<file path="config.mk">
export PLATFORM = sky130hd
export DESIGN_NAME = decision_scheduler
export DESIGN_NICKNAME = d
export VERILOG_FILES = /design/src/rtl/decision_scheduler.sv
export SDC_FILE = /design/constraint.sdc
export NUM_CORES = 1
export LEC_CHECK = 0
export ABC_AREA = 1
export BUFFER_PORTS_ARGS = -buffer_cell sky130_fd_sc_hd__buf_2
export CAP_MARGIN = 20
export CELL_PAD_IN_SITES_DETAIL_PLACEMENT = 1
export CELL_PAD_IN_SITES_GLOBAL_PLACEMENT = 2
export CORE_UTILIZATION = 26
export DETAILED_ROUTE_END_ITERATION = 8
export GPL_TIMING_DRIVEN = 0
export PLACE_DENSITY_LB_ADDON = 0.1
export SLEW_MARGIN = 20
export SYNTH_ARGS = -nofsm -noshare
export SYNTH_HDL_FRONTEND = slang
export SYNTH_SLANG_ARGS = --single-unit
export TNS_END_PERCENT = 5
</file>
<file path="constraint.sdc">
create_clock -name clk -period 3.7 [get_ports clk]
set_input_delay 0.185 -clock clk [delete_from_list [all_inputs] [get_ports clk]]
set_output_delay 0.185 -clock clk [all_outputs]
set_load 0.05 [all_outputs]
</file>
<file path="src/rtl/decision_scheduler.sv">
// DPLL decision sequencer: random literal draws with a deterministic scan fallback.
// Returns the chosen variable and polarity over a valid/ready handshake.
module decision_scheduler #(
    parameter int   WIDTH       = 8,
    parameter int   N           = 256,
    parameter int   MAX_TRIES   = 16,
    parameter logic DEFAULT_POL = 1'b0
) (
    input  logic             clk,
    input  logic             rst_n,
    input  logic [N-1:0]     lit_assigned,
    input  logic             dec_req,
    input  logic             dec_abort,
    input  logic             dec_ready,
    input  logic [WIDTH-1:0] pick_val_in,
    input  logic             pick_valid_in,
    output logic             pick_ena,
    output logic             dec_valid,
    output logic [WIDTH-1:0] dec_var,
    output logic             dec_pol,
    output logic             dec_none,
    output logic             busy,
    output logic [7:0]       fallback_cnt
);

    typedef enum logic [2:0] {
        S_IDLE,
        S_RAND,
        S_SCAN,
        S_HOLD,
        S_NONE
    } state_e;

    localparam logic [7:0]       LAST_TRY = 8'(MAX_TRIES - 1);
    localparam logic [WIDTH-1:0] LAST_IDX = WIDTH'(N - 1);
    localparam logic [WIDTH-1:0] IDX_ONE  = WIDTH'(1);

    state_e           state_q, state_d;
    logic [7:0]       try_cnt_q, try_cnt_d;
    logic [WIDTH-1:0] scan_idx_q, scan_idx_d;
    logic [WIDTH-1:0] var_q, var_d;
    logic             pol_q, pol_d;
    logic [7:0]       fb_q, fb_d;

    logic all_set;
    logic hit;
    logic scan_free;

    // Qualification always uses the live vector; the picker's valid lags a cycle.
    assign all_set   = &lit_assigned[N-1:1];
    assign hit       = pick_valid_in && (pick_val_in != '0) && !lit_assigned[pick_val_in];
    assign scan_free = !lit_assigned[scan_idx_q];

    always_comb begin
        state_d    = state_q;
        try_cnt_d  = try_cnt_q;
        scan_idx_d = scan_idx_q;
        var_d      = var_q;
        pol_d      = pol_q;
        fb_d       = fb_q;
        if (dec_abort) begin
            state_d   = S_IDLE;
            try_cnt_d = '0;
        end else begin
            unique case (state_q)
                S_IDLE: begin
                    if (dec_req && all_set) begin
                        state_d = S_NONE;
                        var_d   = '0;
                        pol_d   = 1'b0;
                    end else if (dec_req) begin
                        state_d   = S_RAND;
                        try_cnt_d = '0;
                    end
                end
                S_RAND: begin
                    if (hit) begin
                        state_d = S_HOLD;
                        var_d   = pick_val_in;
                        pol_d   = pick_val_in[WIDTH-1];
                    end else begin
                        try_cnt_d = try_cnt_q + 8'd1;
                        if (try_cnt_q == LAST_TRY) begin
                            state_d    = S_SCAN;
                            scan_idx_d = IDX_ONE;
                            if (fb_q != 8'hff) fb_d = fb_q + 8'd1;
                        end
                    end
                end
                S_SCAN: begin
                    if (scan_free) begin
                        state_d = S_HOLD;
                        var_d   = scan_idx_q;
                        pol_d   = DEFAULT_POL;
                    end else if (scan_idx_q == LAST_IDX) begin
                        state_d = S_NONE;
                        var_d   = '0;
                        pol_d   = 1'b0;
                    end else begin
                        scan_idx_d = scan_idx_q + IDX_ONE;
                    end
                end
                S_HOLD, S_NONE: begin
                    if (dec_ready) state_d = S_IDLE;
                end
                default: state_d = S_IDLE;
            endcase
        end
    end

    always_ff @(posedge clk or negedge rst_n) begin
        if (!rst_n) begin
            state_q    <= S_IDLE;
            try_cnt_q  <= '0;
            scan_idx_q <= IDX_ONE;
            var_q      <= '0;
            pol_q      <= 1'b0;
            fb_q       <= '0;
        end else begin
            state_q    <= state_d;
            try_cnt_q  <= try_cnt_d;
            scan_idx_q <= scan_idx_d;
            var_q      <= var_d;
            pol_q      <= pol_d;
            fb_q       <= fb_d;
        end
    end

    assign pick_ena     = (state_q == S_RAND);
    assign dec_valid    = (state_q == S_HOLD) || (state_q == S_NONE);
    assign dec_none     = (state_q == S_NONE);
    assign busy         = (state_q != S_IDLE);
    assign dec_var      = var_q;
    assign dec_pol      = pol_q;
    assign fallback_cnt = fb_q;

endmodule

</file>
==> metrics.md <==
| Metric | Value |
|---|---|
| Status | `finished, violations left` |
| Failing checks | `DRC` |
| Post-CTS Setup Bufs | `0` |
| Critical Path RT | `3.92 ns` |
| Worst r2r dst | `dec_var[7]` |
| Slew headroom | `27.0%` |
| Post-synthesis sequential area ratio | `11.0%` |
| Nets@finish | `2186` |
| Starting Density | `26.7%` |
| Synth top area cells | `nand3_1 (31%), nand2_1 (30%), dfrtp_1 (11%), nand4_1 (6.8%), buf_2 (3.6%)` |
| Synth Flop Type | `dfrtp_1` |
| CTS tree | `yes` |
| Largest net degree at the start of global routing | `37` |
| Power density cells | `505 mW/mm²` |
| Unrepaired setup endpoints after global routing | `false` |
| Crit path DAT | `3.72 ns` |
| Area grow syn2layout | `25.3%` |
| Fraction of registers with async set/reset | `100%` |
| WL final | `61.7 mm` |
| Clock Tree Root | `clkbuf_16` |
| Synth Net Count | `1892` |
| Syn_area_per_cell | `5.08 µm²` |
| EDFF count, synth | `0` |
| R2R Path Start | `scan_idx_q[2]` |
| Gr usage total | `37.2%` |
| Fraction of layout cells with a size suffix above 1 | `20.6%` |
| Port Buffers | `287` |
| Cell Area, Synth | `0.00823 mm²` |
| Synth Register Bits | `36` |
| Setup_tns | `0 ns` |
| Synth unique cells | `34` |
| Initial DRC count | `1415` |
| RD Place Congestion | `0.965` |
| Crit Path Max Fanout | `10` |
| Vias per Instance | `5.96` |
| Synth area leader | `nand3_1` |
| Crit Path Category | `flip-flop to flip-flop` |
| Crit path capture type | `flip-flop` |
| Most frequent cell after synthesis | `nand2_1` |
| Setup violations, final | `0` |
| Num CTS Buffers | `5` |
| Max-Cap Viols | `0` |
| Slew at the pin closest to its max-slew limit | `1.10 ns` |
| Worst-path clk slew | `0.06 ns` |
| Die Height | `180 µm` |
| Routed length per instance | `26.7 µm` |
| Vias in the first global route | `13754` |
| Post-route ant nets | `0` |
| Hold Crit Class | `primary input to asynchronous set/reset pin` |
| Area taken by flip-flops and latches | `902 µm²` |
| First-pass GRT wire length | `89.4 mm` |
| Fin crit period | `3.50 ns` |
| Sink Count | `36` |
| Crit share post-route | `94.7%` |
| Core Util, Final | `33.4%` |
| Post-DP HPWL | `46.9 mm` |
| Hold violation count in the final report | `0` |
| Die Width | `180 µm` |
| Multi-input gate area | `0.00647 mm²` |
| Yosys top cell area share | `31.5%` |
| Cells after synthesis | `1619` |
| Maximum vdd drop | `286 µV` |
| Worst-case clock skew | `0.00336 ns` |
| Residual DRC | `19` |
| Die area | `0.0324 mm²` |
| Hold buffer count at cts | `0` |
| Bufs on Longest Clock Path | `2` |
| # IOs | `291` |
| Post-CTS sizing | `0` |
| GR Overflow Total | `0` |
| Fill count | `4420` |
| Final Max Tran Viols | `0` |
| Reg2Reg Setup Slack | `0.20 ns` |
| Warnings, synthesis | `0` |
| Vias | `13805` |
| Lkg Pwr | `5.06 nW` |
| CP Launch Type | `flip-flop` |
| Fmax achieved | `285 MHz` |
| DR pass1 iterations | `9` |
| Cell row count | `64` |
| Core ar. | `0.0308 mm²` |
| Clk_lat worst skew | `0.30 ns` |
| Worst Reg2Reg Path Length in Cells | `16` |
| Commonest cells post-synth | `nand2_1 (650), nand3_1 (518), nand4_1 (90)` |
| H-tree lvl count | `2` |
| Initial antenna violation count | `8` |
[layout make-up]
cell class / instances / area share (%)
Tap cell: 396 / 4.80
Multi-Input combinational cell: 1421 / 62.7
Clock inverter: 1 / 0.0485
Clock buffer: 6 / 1.25
Timing Repair Buffer: 287 / 13.9
Antenna cell: 6 / 0.146
Inverter: 49 / 1.81
Sequential cell: 36 / 8.75
Buffer: 113 / 6.56
[registers in the layout, indices dropped and copies added (netlist names)]
| name | flops |
|---|---|
| dec_var | 8 |
| fallback_cnt | 8 |
| scan_idx_q | 8 |
| try_cnt_q | 8 |
| state_q | 3 |
| dec_pol | 1 |
[how the worst max path moves through the flow]
stage	from	end	slack, ns	depth (start not counted)
after CTS	scan_idx_q[2]	dec_var[7]	0.32	16
after floorplan	state_q[0]	state_q[0]	1.26	7
final	scan_idx_q[2]	dec_var[7]	0.20	16
after detailed placement	pick_val_in[4]	dec_var[7]	0.05	13
after global routing	scan_idx_q[2]	scan_idx_q[2]	0.09	15
after global placement	pick_val_in[4]	dec_var[3]	0.09	13
[power by group]
part	leakage [nW]	internal (W)	switching [W]	total, W
registers	0.485	0.000472	0.0000629	0.000535
logic	4.51	0.00119	0.00305	0.00424
clock network	0.0667	0.000246	0.000193	0.000439
total	5.06	0.00191	0.00330	0.00521
[critical path: stages (launching register included)]
cell and delay, ns:
dfrtp_1 0.36, buf_4 0.20, clkinv_1 0.23, clkbuf_1 0.76, nand3_1 0.16, nand3_1 0.14, nand3_1 0.10, nand2_1 0.28
nand2_1 0.10, nand3_1 0.10, nand3_1 0.11, nand2_1 0.12, nand3_1 0.19, nand3_2 0.22, buf_4 0.20, nand2_1 0.06
o21ai_1 0.08
[per-layer routing]
| metal | global-route usage (%) | vias to the layer above | share of wire (%) | routed length (µm) |
|---|---|---|---|---|
| met5 | 0 | - | 0.042 | 26 |
| met4 | 18.6 | 4 | 5.0 | 3110 |
| met3 | 6.83 | 188 | 9.8 | 6050 |
| met2 | 57.4 | 823 | 43 | 26500 |
| met1 | 49.4 | 6687 | 42 | 26100 |
| li1 | - | 6103 | - | - |
[cell families after synthesis]
group | after synthesis | synth area share [%]
and+or+nand+nor | 1367 | 74.1
adders and majority gates | 3 | 0.456
buffers and inverters | 162 | 10.5
DFF | 36 | 11.0
xor gates and xnor gates | 14 | 1.49
AOI/OAI and AO/OA | 37 | 2.48
[layout by cell type (no fill, tap or decap), types with 3 or more instances in the layout]
cell | Yosys | layout
nor3_1 | 18 | 18
nor4_1 | 10 | 10
nand3_2 | 3 | 3
xor2_1 | 11 | 11
nand3_1 | 518 | 518
inv_2 | 3 | 3
dfrtp_1 | 35 | 35
buf_1 | 10 | 10
clkbuf_16 | 0 | 5
buf_4 | 15 | 15
nand4_1 | 90 | 90
buf_2 | 60 | 347
ha_1 | 3 | 3
o21ai_0 | 14 | 14
o21ai_1 | 8 | 8
nor2_1 | 70 | 70
buf_6 | 14 | 14
nand2_1 | 650 | 650
inv_1 | 40 | 40
xnor2_1 | 3 | 3
clkinv_1 | 5 | 5
diode_2 | 0 | 6
nor3b_1 | 4 | 4
clkbuf_1 | 13 | 14
a21oi_1 | 11 | 11
[stage by stage]
step | power (W) | hold WS (ns) | instance area (µm²) | std cells | setup slack (ns)
after floorplan | 0.00297 | -0.111 | 8230 | 1619 | 1.26
after global routing | 0.00547 | 0.0845 | 10300 | 2315 | 0.0862
after global placement | 0.00456 | 0.355 | 10200 | 2302 | 0.0945
final | 0.00521 | 0.0108 | 10300 | 2315 | 0.196
after CTS | 0.00506 | 0.0437 | 10300 | 2309 | 0.316
after detailed placement | 0.00461 | 0.361 | 10200 | 2302 | 0.0544
(Power assumes the default switching activity.)
